==> config.mk <==
export PLATFORM = sky130hd
export DESIGN_NAME = dcache_mshr
export DESIGN_NICKNAME = d
export VERILOG_FILES = /design/src/rtl/dcache_mshr.sv
export SDC_FILE = /design/constraint.sdc
export NUM_CORES = 2
export LEC_CHECK = 0
export BUFFER_PORTS_ARGS = -buffer_cell sky130_fd_sc_hd__buf_2
export CAP_MARGIN = 25
export CORE_AREA = 2 2 451 453
export CTS_CLUSTER_DIAMETER = 60
export CTS_CLUSTER_SIZE = 40
export DETAILED_ROUTE_END_ITERATION = 10
export DIE_AREA = 0 0 453 455
export PLACE_DENSITY_LB_ADDON = 0.1
export SETUP_SLACK_MARGIN = 0.4
export SLEW_MARGIN = 20
export SYNTH_ARGS = -nofsm -noshare
export SYNTH_HDL_FRONTEND = slang
export SYNTH_SLANG_ARGS = --single-unit
==> constraint.sdc <==
create_clock -name clock -period 72 [get_ports clock]
set_clock_uncertainty 0.2 [all_clocks]
set_input_delay 14.4 -clock clock [delete_from_list [all_inputs] [get_ports clock]]
set_output_delay 14.4 -clock clock [all_outputs]
set_load 0.1 [all_outputs]
==> src/rtl/dcache_mshr.sv <==
// Miss status holding registers for the dcache load pipe: tracks line misses,
// issues one refill request per entry, buffers the returned line and wakes the load.
`ifndef PADDR_RANGE
`define PADDR_RANGE 31:0
`endif
`ifndef ROB_SIZE_LOG
`define ROB_SIZE_LOG 6
`endif

module dcache_mshr #(
  parameter int unsigned MSHR_NUM      = 4,
  parameter int unsigned MSHR_ID_WIDTH = 2,
  parameter int unsigned LINE_WIDTH    = 512
) (
  input  logic                     clock,
  input  logic                     reset_n,
  input  logic                     flush,
  input  logic                     mshr_allocate_valid,
  output logic                     mshr_allocate_ready,
  input  logic [`PADDR_RANGE]      mshr_allocate_paddr,
  input  logic [`ROB_SIZE_LOG:0]   mshr_allocate_robid,
  output logic                     bus_req_valid,
  input  logic                     bus_req_ready,
  output logic [`PADDR_RANGE]      bus_req_paddr,
  output logic [MSHR_ID_WIDTH-1:0] bus_req_id,
  input  logic                     bus_resp_valid,
  input  logic [MSHR_ID_WIDTH-1:0] bus_resp_id,
  input  logic [LINE_WIDTH-1:0]    bus_resp_data,
  output logic                     refill_valid,
  input  logic                     refill_ready,
  output logic [`PADDR_RANGE]      refill_paddr,
  output logic [LINE_WIDTH-1:0]    refill_data,
  output logic                     wakeup_valid,
  output logic [`ROB_SIZE_LOG:0]   wakeup_robid,
  output logic                     mshr_full
);

  typedef logic [`PADDR_RANGE]    paddr_t;
  typedef logic [`ROB_SIZE_LOG:0] robid_t;
  typedef logic [MSHR_ID_WIDTH-1:0] idx_t;
  typedef enum logic [1:0] {FREE, PEND, WAIT, REFILL} ent_state_e;

  localparam int unsigned PA_W      = $bits(paddr_t);
  localparam paddr_t      LINE_MASK = ~paddr_t'(6'h3f);

  ent_state_e             state_q [MSHR_NUM];
  logic [MSHR_NUM-1:0]    killed_q;
  paddr_t                 paddr_q [MSHR_NUM];
  robid_t                 robid_q [MSHR_NUM];
  logic [LINE_WIDTH-1:0]  data_q  [MSHR_NUM];
  logic                   req_lock_q;
  idx_t                   req_sel_q;

  logic any_free, any_pend, any_refill, dup_line;
  idx_t free_idx, pend_idx, refill_idx, req_idx;
  logic alloc_fire, req_fire, resp_hit, refill_fire;

  always_comb begin
    any_free   = 1'b0;
    any_pend   = 1'b0;
    any_refill = 1'b0;
    dup_line   = 1'b0;
    free_idx   = '0;
    pend_idx   = '0;
    refill_idx = '0;
    for (int unsigned i = 0; i < MSHR_NUM; i++) begin
      if (state_q[i] == FREE && !any_free) begin
        any_free = 1'b1;
        free_idx = idx_t'(i);
      end
      if (state_q[i] == PEND && !any_pend) begin
        any_pend = 1'b1;
        pend_idx = idx_t'(i);
      end
      if (state_q[i] == REFILL && !any_refill) begin
        any_refill = 1'b1;
        refill_idx = idx_t'(i);
      end
      if (state_q[i] != FREE && paddr_q[i][PA_W-1:6] == mshr_allocate_paddr[PA_W-1:6])
        dup_line = 1'b1;
    end
  end

  assign mshr_full           = !any_free;
  assign mshr_allocate_ready = !flush && any_free && !dup_line;
  assign alloc_fire          = mshr_allocate_valid && mshr_allocate_ready;

  // Once presented, the request stays on the latched entry until it fires.
  assign req_idx       = req_lock_q ? req_sel_q : pend_idx;
  assign bus_req_valid = any_pend && !flush;
  assign bus_req_id    = bus_req_valid ? req_idx : '0;
  assign bus_req_paddr = bus_req_valid ? paddr_q[req_idx] : '0;
  assign req_fire      = bus_req_valid && bus_req_ready;

  assign resp_hit = bus_resp_valid && state_q[bus_resp_id] == WAIT;

  assign refill_valid = any_refill;
  assign refill_paddr = any_refill ? paddr_q[refill_idx] : '0;
  assign refill_data  = any_refill ? data_q[refill_idx] : '0;
  assign refill_fire  = refill_valid && refill_ready;
  assign wakeup_valid = refill_fire && !killed_q[refill_idx] && !flush;
  assign wakeup_robid = wakeup_valid ? robid_q[refill_idx] : '0;

  always_ff @(posedge clock or negedge reset_n) begin
    if (!reset_n) begin
      for (int unsigned i = 0; i < MSHR_NUM; i++) state_q[i] <= FREE;
      killed_q   <= '0;
      req_lock_q <= 1'b0;
      req_sel_q  <= '0;
    end else begin
      for (int unsigned i = 0; i < MSHR_NUM; i++) begin
        case (state_q[i])
          FREE: if (alloc_fire && free_idx == idx_t'(i)) begin
            state_q[i]  <= PEND;
            killed_q[i] <= 1'b0;
          end
          PEND: begin
            if (flush) state_q[i] <= FREE;
            else if (req_fire && req_idx == idx_t'(i)) state_q[i] <= WAIT;
          end
          WAIT: begin
            if (resp_hit && bus_resp_id == idx_t'(i)) state_q[i] <= REFILL;
            if (flush) killed_q[i] <= 1'b1;
          end
          REFILL: begin
            if (refill_fire && refill_idx == idx_t'(i)) state_q[i] <= FREE;
            if (flush) killed_q[i] <= 1'b1;
          end
          default: state_q[i] <= FREE;
        endcase
      end
      if (flush || req_fire) begin
        req_lock_q <= 1'b0;
      end else if (bus_req_valid) begin
        req_lock_q <= 1'b1;
        req_sel_q  <= req_idx;
      end
    end
  end

  always_ff @(posedge clock) begin
    if (alloc_fire) begin
      paddr_q[free_idx] <= mshr_allocate_paddr & LINE_MASK;
      robid_q[free_idx] <= mshr_allocate_robid;
    end
    if (resp_hit) data_q[bus_resp_id] <= bus_resp_data;
  end

  resp_on_wait_entry: assert property (@(posedge clock) disable iff (!reset_n)
    bus_resp_valid |-> resp_hit);

endmodule

==> flow_metrics.py <==
metrics = {
    "floorplan": {
        "boundaryPins": 1150,
        "die_w_um": 453,
        "initial_core_util": 0.397,
        "rows": 165,
        "fp.dieH_um": 455,
        "coreArea_um2": 201000,
        "die_area_um2": 206000,
    },
    "sta": {
        "slew_headroom": 0.271,
        "grt_setup_unrepaired": "no",
        "post-route-period-util": 0.431,
        "period_needed_ns": 31.01,
        "setup_violations": 0,
        "tightest_slew_ns": 1.09,
        "fin_setup_tns_ns": 0,
        "slew_viol_final": 0,
        "hold_viol": 0,
        "max_freq_mhz": 32.2,
    },
    "routing": {
        "routedWlPerCell_um": 28.9,
        "drtIter0Drc": 5709,
        "drt_first_pass_iters": 10,
        "drc": 0,
        "antenna_left": 0,
        "num_vias": 47500,
        "routed_wl_um": 243000,
        "drt-vias-per-instance": 5.67,
    },
    "worst_setup_path": {
        "end_kind": "output port",
        "critPathArrivalTime_ns": 16.41,
        "crit_path_start_kind": "input pin",
        "path_max_fanout": 8,
        "required_ns": 57.40,
        "critPathKind": "input pin to output port",
    },
    "logic_synthesis": {
        "syn_inst": 4486,
        "synth_common_cells": "edfxtp_1, a21oi_1, nand2_1, a222oi_1, clkbuf_1",
        "postSynth.asyncResetShare": 0.00683,
        "ys_ff_latch": 2195,
        "synth_seq_area_share": 0.823,
        "syn_area_per_cell_um2": 17.8,
        "synth_area_leaders": "edfxtp_1, a222oi_1, a21oi_1",
        "synth_top_cell_by_area": "edfxtp_1",
        "synth_top_area_share": 0.819,
        "synthFlopType": "edfxtp_1",
        "yosysWarnings": 0,
        "synth.distinct_cells": 45,
        "synth.most_common_cell": "edfxtp_1",
        "netlist_area_um2": 80000,
        "synth-edff-count": 2180,
    },
    "global_routing": {
        "grt_pass1_wl_um": 338000,
        "grt_max_degree": 140,
        "antenna_found_initial": 174,
        "grt_pass1_vias": 45600,
        "track_usage": 0.225,
        "overflow": 0,
    },
    "cts": {
        "cts-root-buf": "clkbuf_16",
        "postCtsSetupBuffers": 0,
        "path_clk_slew_ns": 0.08,
        "cts_buffers": 158,
        "ctsHoldBuffers": 0,
        "ctsResizeCount": 0,
        "cts.htree.levels": 4,
        "insertion_delay_ns": 0.82,
        "cts_sinks": 2195,
        "cts_tree": "yes",
        "cts_buffer_depth": 3,
    },
    "place": {
        "dp_hpwl_um": 146000,
        "io_buffers": 1131,
        "gp_congestion": 0.836,
    },
    "cells_and_area": {
        "drive_above_1_share": 0.271,
        "num-fill-cells": 17500,
        "area_growth_syn_to_layout_pct": 17.9,
        "final_nets": 6100,
        "fin_util": 0.468,
    },
    "status": {
        "status": "finished, final reports clean",
    },
    "pwr": {
        "vdd_drop_max_mv": 0.0350,
        "p_per_area_nw_per_um2": 44.9,
        "total_power_mw": 4.23,
        "power.leakage_nw": 33.3,
    },
    "flow_run": {
        "maxCapViolCount": 0,
    },
    "min_path": {
        "min_path_type": "flip-flop to flip-flop",
    },
}
layout by cell type (no fill, tap or decap), types with 9 or more instances in the layout:
cell	Yosys	final
buf_4	17	62
o22ai_1	29	29
nor3_1	33	31
nor2_1	47	43
conb_1	1	12
nor4_1	17	16
dfrtp_1	15	15
nand2_1	535	535
clkinv_4	0	15
edfxtp_1	2180	2180
and2_1	29	28
buf_12	0	15
clkbuf_16	0	162
a222oi_1	519	519
diode_2	0	43
a21oi_1	557	554
inv_6	0	29
buf_2	31	1131
clkinvlp_4	0	9
xor2_1	82	82
mux4_2	26	26
clkinv_8	0	15
inv_8	0	22
xnor2_1	22	22
cell type report:
type                       instances  area (µm²)  area share
sequential                      2195       65800       0.698
multi-input combinational       1969       12900       0.137
timing repair buffer            1208        6430      0.0682
clock buffer                     168        4080      0.0432
tap                             2672        3340      0.0355
clock inverter                   127        1550      0.0164
antenna                           43         108     0.00114
inverter                           8        30.0    0.000319
final timing paths:
check | startpoint | end | slack (ns) | cells after the start
max | mshr_allocate_paddr[23] | mshr_allocate_ready | 40.99 | 7
min | killed_q[0] | killed_q[0] | 0.31 | 2
max reg2reg | flip-flop | data_q[1][250] | 66.95 | 6
min reg2reg | killed_q[0] | killed_q[0] | 0.31 | 2
max in group asynchronous | reset_n | state_q[6] | 58.03 | 1
min in group asynchronous | reset_n | async pin | 13.30 | 1
critical path, cell delays in order:
cell and delay [ns]:
buf_2 0.19, xor2_1 0.46, nor4_2 0.11, nand4_1 0.14, o41ai_2 0.10, nor3_1 0.46, buf_2 0.54
state kept, by name (all words and copies together) (netlist names), named ones only:
register / flops
data_q: 2048
paddr_q: 104
robid_q: 28
killed_q: 4
state_q: 4
req_sel_q: 2
req_lock_q: 1
cells by family after synthesis:
family,Yosys count,synth area share
DFF,2195,0.823
muxes,26,0.00732
and+or+nand+nor,698,0.0364
AOI/OAI and AO/OA,1129,0.104
buffers and inverters,333,0.0169
other,1,0.0000469
xor gates and xnor gates,104,0.0114
routing by layer:
layer,wire [µm],up-vias,share of wire,track usage
li1,-,20700,-,-
met1,92100,24300,0.38,0.276
met2,121000,1884,0.50,0.373
met3,18200,575,0.075,0.0623
met4,11100,100,0.046,0.0953
met5,619,-,0.0025,0
stage by stage:
step	instances	area [µm²]	hold WS [ns]	worst slack [ns]
floorplan	4497	80000	0.258	2.40
global route	8379	94300	0.347	40.98
CTS	8347	94200	0.313	41.03
finish	8390	94300	0.308	40.99
detailed placement	8052	88600	0.294	41.03
global placement	8051	88500	0.285	41.01
power breakdown:
part	internal [mW]	total, mW	switching (mW)
sequential	1.46	1.48	0.0194
clock	0.471	0.964	0.492
combinational	0.256	1.78	1.53
total	2.19	4.23	2.04
Note: power is estimated with default switching activity, not from simulation.
